File: src/rtl/bkm_control_step_driver.sv
// Stimulus sequencer for a BKM step unit: issues LFSR-derived operand
// vectors, tracks the DUT pipeline with a valid shift register, and
// counts checker verdicts. The FSM state is exposed on dbg_state.
//
// Handshake: a vector is presented on tb_* for exactly the cycle(s)
// dut_valid=1, and it counts as consumed on each cycle where
// dut_valid=1 and enable=1. chk_enable marks the cycle the downstream
// checker compares that vector. The err_*/war_* flags are sampled one
// enabled cycle after that.
module bkm_control_step_driver #(
  parameter int W     = 64,
  parameter int LOG2N = 6,
  parameter int LAT   = 1
) (
  input  logic             clk,
  input  logic             arst_n,
  input  logic             srst,
  input  logic             enable,
  input  logic             start,
  input  logic [31:0]      seed,
  input  logic [15:0]      num_vec,
  input  logic             err_u,
  input  logic             err_v,
  input  logic             war_u,
  input  logic             war_v,
  output logic             tb_mode,
  output logic [1:0]       tb_format,
  output logic [LOG2N-1:0] tb_n,
  output logic [1:0]       tb_d_u_n,
  output logic [1:0]       tb_d_v_n,
  output logic [W-1:0]     tb_u_n,
  output logic [W-1:0]     tb_v_n,
  output logic             dut_valid,
  output logic             chk_enable,
  output logic [15:0]      vec_cnt,
  output logic [15:0]      err_cnt,
  output logic [15:0]      war_cnt,
  output logic             busy,
  output logic             done,
  output logic [1:0]       dbg_state
);

  typedef enum logic [1:0] {S_IDLE = 2'd0, S_RUN = 2'd1, S_DRAIN = 2'd2, S_DONE = 2'd3} state_t;

  localparam logic [31:0] LFSR_MASK = 32'h80200003;
  localparam logic [31:0] B_XOR     = 32'hA5A5A5A5;

  // Right-shifting Galois LFSR, one step.
  function automatic logic [31:0] lfsr_step(input logic [31:0] x);
    lfsr_step = (x >> 1) ^ (x[0] ? LFSR_MASK : 32'h0);
  endfunction

  // Digit code 2'b10 is not a legal digit; fold it onto zero.
  function automatic logic [1:0] digit(input logic [1:0] x);
    digit = (x == 2'b10) ? 2'b00 : x;
  endfunction

  // {x, ~x} repeated across the operand, keeping the W LSBs.
  function automatic logic [W-1:0] expand(input logic [31:0] x);
    logic [63:0] pat;
    pat = {x, ~x};
    for (int i = 0; i < W; i++) expand[i] = pat[i % 64];
  endfunction

  function automatic logic [15:0] sat_inc(input logic [15:0] x);
    sat_inc = (x == 16'hFFFF) ? x : x + 16'd1;
  endfunction

  state_t             state_q, state_d;
  logic [31:0]        lfsr_a_q, lfsr_a_d, lfsr_b_q, lfsr_b_d;
  logic [15:0]        num_vec_q, num_vec_d;
  logic [15:0]        vec_cnt_q, vec_cnt_d, err_cnt_q, err_cnt_d, war_cnt_q, war_cnt_d;
  logic [3:0]         drain_cnt_q, drain_cnt_d;
  logic [LAT-1:0]     chk_sr_q, chk_sr_d;
  logic               strobe_q, strobe_d;
  logic               dut_valid_q, dut_valid_d;
  logic               tb_mode_q, tb_mode_d;
  logic [1:0]         tb_format_q, tb_format_d, tb_d_u_n_q, tb_d_u_n_d, tb_d_v_n_q, tb_d_v_n_d;
  logic [LOG2N-1:0]   tb_n_q, tb_n_d;
  logic [W-1:0]       tb_u_n_q, tb_u_n_d, tb_v_n_q, tb_v_n_d;

  logic               issue;
  logic [31:0]        src_a, src_b, seed_eff;
  logic [15:0]        cnt_base;
  logic [LAT:0]       sr_shift;

  // Next-state, vector issue, pipeline tracking and verdict counting.
  always_comb begin
    state_d     = state_q;
    lfsr_a_d    = lfsr_a_q;
    lfsr_b_d    = lfsr_b_q;
    num_vec_d   = num_vec_q;
    vec_cnt_d   = vec_cnt_q;
    err_cnt_d   = err_cnt_q;
    war_cnt_d   = war_cnt_q;
    drain_cnt_d = drain_cnt_q;
    chk_sr_d    = chk_sr_q;
    strobe_d    = strobe_q;
    dut_valid_d = dut_valid_q;
    tb_mode_d   = tb_mode_q;
    tb_format_d = tb_format_q;
    tb_n_d      = tb_n_q;
    tb_d_u_n_d  = tb_d_u_n_q;
    tb_d_v_n_d  = tb_d_v_n_q;
    tb_u_n_d    = tb_u_n_q;
    tb_v_n_d    = tb_v_n_q;
    issue       = 1'b0;
    src_a       = lfsr_a_q;
    src_b       = lfsr_b_q;
    cnt_base    = vec_cnt_q;
    seed_eff    = (seed == 32'h0) ? 32'h1 : seed;
    sr_shift    = {chk_sr_q, dut_valid_q};

    if (srst) begin
      state_d     = S_IDLE;
      lfsr_a_d    = 32'h1;
      lfsr_b_d    = 32'h1;
      num_vec_d   = '0;
      vec_cnt_d   = '0;
      err_cnt_d   = '0;
      war_cnt_d   = '0;
      drain_cnt_d = '0;
      chk_sr_d    = '0;
      strobe_d    = 1'b0;
      dut_valid_d = 1'b0;
      tb_mode_d   = 1'b0;
      tb_format_d = '0;
      tb_n_d      = '0;
      tb_d_u_n_d  = '0;
      tb_d_v_n_d  = '0;
      tb_u_n_d    = '0;
      tb_v_n_d    = '0;
    end else if (enable) begin
      chk_sr_d = sr_shift[LAT-1:0];
      strobe_d = chk_sr_q[LAT-1];
      // At most one count per verdict; errors take precedence.
      if (strobe_q) begin
        if (err_u | err_v)      err_cnt_d = sat_inc(err_cnt_q);
        else if (war_u | war_v) war_cnt_d = sat_inc(war_cnt_q);
      end
      dut_valid_d = 1'b0;
      case (state_q)
        S_IDLE, S_DONE: begin
          if (start) begin
            num_vec_d = num_vec;
            vec_cnt_d = '0;
            err_cnt_d = '0;
            war_cnt_d = '0;
            if (num_vec != 16'd0) begin
              // First vector goes out with the start edge.
              issue    = 1'b1;
              src_a    = seed_eff;
              src_b    = seed_eff ^ B_XOR;
              cnt_base = '0;
              state_d  = S_RUN;
            end else begin
              lfsr_a_d = seed_eff;
              lfsr_b_d = seed_eff ^ B_XOR;
              state_d  = S_DONE;
            end
          end
        end
        S_RUN: begin
          if (vec_cnt_q != num_vec_q) begin
            issue = 1'b1;
          end else begin
            drain_cnt_d = '0;
            state_d     = S_DRAIN;
          end
        end
        S_DRAIN: begin
          if (drain_cnt_q == 4'(LAT)) state_d = S_DONE;
          else                        drain_cnt_d = drain_cnt_q + 4'd1;
        end
        default: state_d = S_IDLE;
      endcase
      if (issue) begin
        dut_valid_d = 1'b1;
        tb_mode_d   = src_a[0];
        tb_format_d = src_a[2:1];
        tb_d_u_n_d  = digit(src_a[4:3]);
        tb_d_v_n_d  = digit(src_b[4:3]);
        tb_u_n_d    = expand(src_a);
        tb_v_n_d    = expand(src_b);
        tb_n_d      = cnt_base[LOG2N-1:0];
        vec_cnt_d   = sat_inc(cnt_base);
        lfsr_a_d    = lfsr_step(src_a);
        lfsr_b_d    = lfsr_step(src_b);
      end
    end
  end

  // State and output registers with asynchronous clear.
  always_ff @(posedge clk or negedge arst_n) begin
    if (!arst_n) begin
      state_q     <= S_IDLE;
      lfsr_a_q    <= 32'h1;
      lfsr_b_q    <= 32'h1;
      num_vec_q   <= '0;
      vec_cnt_q   <= '0;
      err_cnt_q   <= '0;
      war_cnt_q   <= '0;
      drain_cnt_q <= '0;
      chk_sr_q    <= '0;
      strobe_q    <= 1'b0;
      dut_valid_q <= 1'b0;
      tb_mode_q   <= 1'b0;
      tb_format_q <= '0;
      tb_n_q      <= '0;
      tb_d_u_n_q  <= '0;
      tb_d_v_n_q  <= '0;
      tb_u_n_q    <= '0;
      tb_v_n_q    <= '0;
    end else begin
      state_q     <= state_d;
      lfsr_a_q    <= lfsr_a_d;
      lfsr_b_q    <= lfsr_b_d;
      num_vec_q   <= num_vec_d;
      vec_cnt_q   <= vec_cnt_d;
      err_cnt_q   <= err_cnt_d;
      war_cnt_q   <= war_cnt_d;
      drain_cnt_q <= drain_cnt_d;
      chk_sr_q    <= chk_sr_d;
      strobe_q    <= strobe_d;
      dut_valid_q <= dut_valid_d;
      tb_mode_q   <= tb_mode_d;
      tb_format_q <= tb_format_d;
      tb_n_q      <= tb_n_d;
      tb_d_u_n_q  <= tb_d_u_n_d;
      tb_d_v_n_q  <= tb_d_v_n_d;
      tb_u_n_q    <= tb_u_n_d;
      tb_v_n_q    <= tb_v_n_d;
    end
  end

  assign tb_mode    = tb_mode_q;
  assign tb_format  = tb_format_q;
  assign tb_n       = tb_n_q;
  assign tb_d_u_n   = tb_d_u_n_q;
  assign tb_d_v_n   = tb_d_v_n_q;
  assign tb_u_n     = tb_u_n_q;
  assign tb_v_n     = tb_v_n_q;
  assign dut_valid  = dut_valid_q;
  assign chk_enable = chk_sr_q[LAT-1];
  assign vec_cnt    = vec_cnt_q;
  assign err_cnt    = err_cnt_q;
  assign war_cnt    = war_cnt_q;
  assign busy       = (state_q == S_RUN) || (state_q == S_DRAIN);
  assign done       = (state_q == S_DONE);
  assign dbg_state  = state_q;

endmodule

File: config.mk
export PLATFORM = sky130hd
export DESIGN_NAME = bkm_control_step_driver
export DESIGN_NICKNAME = d
export VERILOG_FILES = /design/src/rtl/bkm_control_step_driver.sv
export SDC_FILE = /design/constraint.sdc
export NUM_CORES = 1
export LEC_CHECK = 0
export BUFFER_PORTS_ARGS = -buffer_cell sky130_fd_sc_hd__buf_2
export CORE_UTILIZATION = 55
export CTS_BUF_LIST = sky130_fd_sc_hd__clkbuf_16
export DETAILED_ROUTE_END_ITERATION = 12
export PLACE_DENSITY = 0.79
export SLEW_MARGIN = 25
export SYNTH_ARGS = -nofsm -noshare
export SYNTH_HDL_FRONTEND = slang
export SYNTH_SLANG_ARGS = --single-unit
File: constraint.sdc
create_clock -name clk -period 4.49 [get_ports clk]
set_input_delay 0.449 -clock clk [delete_from_list [all_inputs] [get_ports clk]]
set_output_delay 0.449 -clock clk [all_outputs]
set_load 0.05 [all_outputs]
==> metrics.csv, run 1 <==
stage,metric,value,unit
die,die_y,154,µm
yosys,syn_nets,1356,
drt,drc,0,
cts,holdBufCountCts,0,
die,row_count,55,
timing,setup_viol,0,
cts,cts-buffers-inserted,29,
cts,cts.sinks,273,
timing,relSlewSlack,32.2,%
yosys,yosys_warnings,0,
cts,cts_root_buffer,clkbuf_16,
yosys,synth_top_area_share,53.4,%
drt,drt_wl_total,35400,µm
drt,drt_pre_antenna_iters,5,
grt,grt_start_max_net_pins,135,
power,clkPwrFrac,22.9,%
outcome,violations,negative hold slack,
yosys,yosys-top-cells-area,"dfrtp_1, nand2_1, a22o_1",
drt,drt-vias-per-instance,6.11,
grt,grt_overflow,0,
drt,routedWlPerCell,19.6,µm
cts,cts_max_level,1,
grt,grt_pass1_wl,56300,µm
timing,hold_viol_final,28,
cells_and_area,multiInputGateArea,5420,µm²
cts,post-cts-setup-buffers,0,
cells_and_area,fillers,1812,
worst_setup_path,required,4.91,ns
die,fp.dieArea,23700,µm²
worst_setup_path,critPathLaunchType,flop,
drt,postRouteAntennaNets,0,
flow_run,drv_cap,0,
power,vdd_drop_max,0.000370,V
min_path,holdCritPathClass,in -> async,
timing,finalSetupTns,0,ns
die,core,22600,µm²
cells_and_area,syn2layout_area_growth,18.0,%
worst_setup_path,r2r-start,dbg_state[0],
drt,dr_total_vias,11000,
grt,grt_antenna_before_repair,5,
worst_setup_path,ff2ff_path_depth,14,
yosys,yosysTopAreaCell,dfrtp_1,
power,power.leakage,0.00731,µW
yosys,synth.distinct_cells,55,
die,initial_core_util,56.1,%
timing,setup_slack,0.981,ns
power,swShare,45.7,%
yosys,async_flop_share,100,%
yosys,synth_top_flop_cell,dfrtp_1,
cts,cts_buffer_depth,3,
outcome,status,"finished, violations left",
placement,hpwlAfterDp,23600,µm
power,power.density,663,nW/µm²
cells_and_area,finalNetCount,1562,
yosys,ys_seq_area_share,53.8,%
worst_setup_path,end_kind,flop,
power,p_int,5380,µW
power,p_seq_share,34.0,%
timing,min_period,3.51,ns
yosys,yosysMostFrequentCell,dfrtp_1,
worst_setup_path,reg2reg_to,vec_cnt[15],
yosys,netlist_instances,1290,
power,p_switching,4540,µW
die,die_w,154,µm
cells_and_area,regArea,6830,µm²
drt,drt_iter0_drc,1042,
timing,rsz0062_at_grt,no,
placement,io_buffers,251,
timing,hold_slack,-0.0464,ns
yosys,synthesis.area,12700,µm²
die,io-pin-count,252,
worst_setup_path,rrSetupSlack,0.98,ns
cts,cts.clk_slew.worst_paths,0.06,ns
worst_setup_path,crit_fanout,24,
timing,drv_slew,0,
cts,cts-resized-gates,0,
yosys,synth.avg_cell_area,9.84,µm²
placement,dpl_worst_slack,1.04,ns
cts,clk_latency,0.56,ns
timing,fmax,285,MHz
placement,gp_congestion,0.906,
yosys,ys_seq_elements,273,
timing,timing.final.crit_share,78.2,%
yosys,synth_edf_count,0,
power,p_comb_share,43.1,%
cts,cts_tree,done,
grt,grt_use_total,29.7,%
worst_setup_path,path_class,reg -> reg,
cells_and_area,drive_above_1_share,21.4,%
timing,tightest_slew,1.01,ns
worst_setup_path,arrival,3.93,ns
grt,first_global_vias,10400,
timing,skew,0.0141,ns
yosys,synth_commonest_cells,"dfrtp_1, nand2_1, a21oi_1",
## power by group through the flow
stage                     registers, µW  logic, µW  clock network [µW]
after floorplan                    4540       1990                   0
after global placement             3390       4190                   0
after detailed placement           3410       4250                   0
after CTS                          3370       4270                2290
after global routing               3440       4560                2390
final                              3380       4280                2270
## cell families after synthesis
| logic type | after synthesis | synth area share (%) |
|---|---|---|
| AND/OR/NAND/NOR | 429 | 15.3 |
| AO/OA/AOI/OAI | 403 | 20.7 |
| flip-flops | 273 | 53.8 |
| buffers and inverters | 103 | 3.87 |
| XOR/XNOR | 42 | 2.90 |
| multiplexers | 31 | 2.44 |
| adder cells (fa/ha/maj) | 9 | 0.887 |
## metrics by stage
stage	total power (µW)	instance area, µm²	utilization [%]	std cells
after global routing	10400	15000	66.1	1805
final	9930	15000	66.1	1806
after floorplan	6530	12700	-	1290
after global placement	7590	14100	62.2	1750
after detailed placement	7660	14100	62.2	1750
after CTS	9930	15000	66.1	1802
## state kept, by name, summed over array words and instances, names as in the netlist, 16 cells and up
register,flops
tb_u_n,62
num_vec_q,16
lfsr_b_q,32
err_cnt,16
tb_v_n,63
vec_cnt,16
lfsr_a_q,32
war_cnt,16
## layout by cell type (no fill, tap or decap), types with 4 or more instances in the layout
master,synthesis,layout
a21o_1,6,5
a21oi_1,97,96
a22o_1,86,86
a311oi_1,4,4
a31oi_1,14,14
a32o_1,8,8
and2_1,20,20
and3_1,8,8
and4_1,4,4
buf_2,24,250
buf_4,6,17
clkbuf_16,0,29
clkinv_1,0,8
clkinv_2,0,7
dfrtp_1,271,271
diode_2,0,4
ha_1,9,9
inv_1,8,13
mux2i_1,31,31
nand2_1,224,224
nand2b_1,5,5
nand3_1,41,41
nand3b_1,12,12
nand4_1,19,19
nor2_1,60,59
nor3_1,8,8
nor4_1,17,17
o211ai_1,33,33
o21ai_0,91,91
o21ai_1,34,34
o31ai_1,9,9
xnor2_1,26,26
xor2_1,16,16
## cell type report
class | instances | area share (%)
Antenna cell | 4 | 0.0668
Clock buffer | 29 | 4.85
Clock inverter | 23 | 1.09
Inverter | 8 | 0.201
Multi-Input combinational cell | 914 | 36.2
Sequential cell | 273 | 45.6
Tap cell | 285 | 2.38
Timing Repair Buffer | 270 | 9.57
## how the worst max path moves through the flow
| stage | startpoint | to | depth (start not counted) |
|---|---|---|---|
| after global placement | num_vec[13] | lfsr_b_q[21] | 9 |
| after detailed placement | num_vec[13] | lfsr_b_q[21] | 9 |
| after global routing | dbg_state[0] | vec_cnt[15] | 14 |
| after CTS | dbg_state[0] | vec_cnt[15] | 14 |
| final | dbg_state[0] | vec_cnt[15] | 14 |
| after floorplan | dbg_state[0] | vec_cnt[15] | 16 |
## layer usage
layer,global-route usage [%],routed length [µm]
met1,40.8,14800
met2,47.5,16800
met4,10.7,963
met5,0,13
met3,5.38,2800
## worst max-delay path: stages, from the launching register on
cell	delay (ns)
dfrtp_1	0.43
inv_1	0.09
ha_1	0.34
nand2_1	0.18
a41oi_2	0.20
buf_4	0.34
nor2_1	0.13
ha_1	0.22
and2_1	0.14
nor4b_1	0.15
or4_1	0.52
nor3_2	0.27
a21oi_1	0.11
o21ai_0	0.14
o21ai_0	0.10
(Power assumes the default switching activity.)
==> inputs of run 2 (changes only) <==
Settings changed: CORE_UTILIZATION 55 to 50, PLACE_DENSITY 0.79 to 0.75.
Clock period 4.49 ns to 3.1 ns, I/O delays scaled along.
==> metrics.csv, run 2 (synthesized netlist as in run 1, its figures left out) <==
stage,metric,value,unit
min_path,min-delay-start,num_vec[13],
timing,fmax,347,MHz
die,core,24600,µm²
grt,grt_pass1_wl,58600,µm
timing,drv_slew,0,
cts,cts_buffer_depth,3,
power,power.density,956,nW/µm²
placement,io_buffers,251,
cells_and_area,final_cell_mix,"dfrtp_1, buf_2, nand2_1",
drt,drt_iter0_drc,883,
drt,drt-vias-per-instance,5.95,
worst_setup_path,crit_fanout,13,
drt,drt_pre_antenna_iters,7,
timing,hold_viol_final,0,
drt,postRouteAntennaNets,0,
grt,grt_use_total,28.1,%
min_path,hold_depth,2,
cells_and_area,drive_above_1_share,22.9,%
cells_and_area,syn2layout_area_growth,22.0,%
worst_setup_path,reg2reg_to,vec_cnt[15],
power,power,14800,µW
cts,holdBufCountCts,9,
worst_setup_path,r2r-start,dbg_state[1],
worst_setup_path,path_class,in -> reg,
die,die_y,161,µm
drt,dr_total_vias,11200,
timing,skew,0.0198,ns
cts,cts_tree,done,
placement,gp_congestion,0.919,
cells_and_area,fin_area,15500,µm²
die,row_count,57,
drt,routedWlPerCell,19.4,µm
power,vdd_drop_max,0.000679,V
cts,cts-resized-gates,0,
die,initial_core_util,51.6,%
min_path,holdCritPathClass,in -> reg,
worst_setup_path,end_kind,flop,
cts,clk_latency,0.55,ns
placement,hpwlAfterDp,24400,µm
worst_setup_path,required,3.54,ns
cells_and_area,multiInputGateArea,5480,µm²
grt,grt_antenna_before_repair,3,
die,io-pin-count,252,
worst_setup_path,critPathLaunchType,input port,
timing,rsz0062_at_grt,no,
timing,tightest_slew,1.00,ns
timing,setup_viol,0,
grt,grt_overflow,0,
outcome,status,finished clean,
cells_and_area,regArea,6840,µm²
die,fp.dieArea,26000,µm²
timing,timing.final.crit_share,93.0,%
timing,relSlewSlack,33.4,%
worst_setup_path,rrSetupSlack,0.22,ns
cells_and_area,fillers,2034,
cts,cts.clk_slew.worst_paths,0.06,ns
cells_and_area,finalNetCount,1594,
cts,cts_max_level,1,
worst_setup_path,arrival,3.32,ns
cts,post-cts-setup-buffers,0,
worst_setup_path,crit_start,num_vec[10],
drt,drt_wl_total,36400,µm
placement,place_area,14400,µm²
timing,min_period,2.88,ns
cts,cts.sinks,273,
min_path,whs_endpoint,num_vec_q[13],
grt,first_global_vias,10500,
grt,grt_start_max_net_pins,98,
flow_run,drv_cap,0,
cts,cts_root_buffer,clkbuf_16,
worst_setup_path,ff2ff_path_depth,12,
cells_and_area,final_common_cell,dfrtp_1,
cts,cts-buffers-inserted,30,
power,power.leakage,0.00758,µW
cells_and_area,largest_reg_flops,63,
die,die_w,161,µm
drt,drc,0,
-- run 2: worst max-delay path, stage by stage --
cell and delay, ns:
dlygate4sd3_1 0.54, buf_2 0.14, nor4_1 0.40, buf_4 0.20, a41o_4 0.32, and2_4 0.20, ha_4 0.12, and2_4 0.13
and2_1 0.16, nand2_1 0.06, nor2_1 0.19, and4_1 0.23, o21ai_0 0.08, a32o_1 0.22
-- run 2: worst max-delay path by stage --
stage,to,slack [ns]
after global placement,tb_u_n[36],0.28
after detailed placement,vec_cnt[15],0.27
final,vec_cnt[10],0.22
after global routing,vec_cnt[4],0.04
after floorplan,vec_cnt[15],-0.08
after CTS,vec_cnt[15],0.25
-- run 2: power by group --
group	switching (µW)	internal, µW
Combinational	4700	1690
Clock	1420	2120
Sequential	498	4380
-- run 2: final cells by class --
type / count / area share (%)
Multi-Input combinational cell: 914 / 35.4
Antenna cell: 3 / 0.0485
Inverter: 8 / 0.194
Tap cell: 324 / 2.62
Sequential cell: 273 / 44.1
Clock inverter: 22 / 1.28
Clock buffer: 31 / 5.01
Timing Repair Buffer: 301 / 11.3
-- run 2: metal layers --
| layer | GRT usage (%) | vias up | wire (µm) |
|---|---|---|---|
| met3 | 5.62 | 77 | 2900 |
| met4 | 9.78 | 0 | 1160 |
| met2 | 44.4 | 463 | 17100 |
| met5 | 0 | - | 0 |
| met1 | 38.6 | 5498 | 15300 |
| li1 | - | 5124 | - |
-- run 2: per-stage QoR --
step	setup TNS (ns)	hold WS, ns	utilization (%)	worst slack, ns	std cells
floorplan	-0.131	0.0144	-	-0.0844	1290
global placement	0	0.379	58.6	0.275	1811
detailed placement	0	0.377	58.6	0.267	1811
CTS	0	0.000562	62.9	0.253	1873
global route	0	0.00638	62.9	0.0379	1874
finish	0	0.00959	62.9	0.218	1876
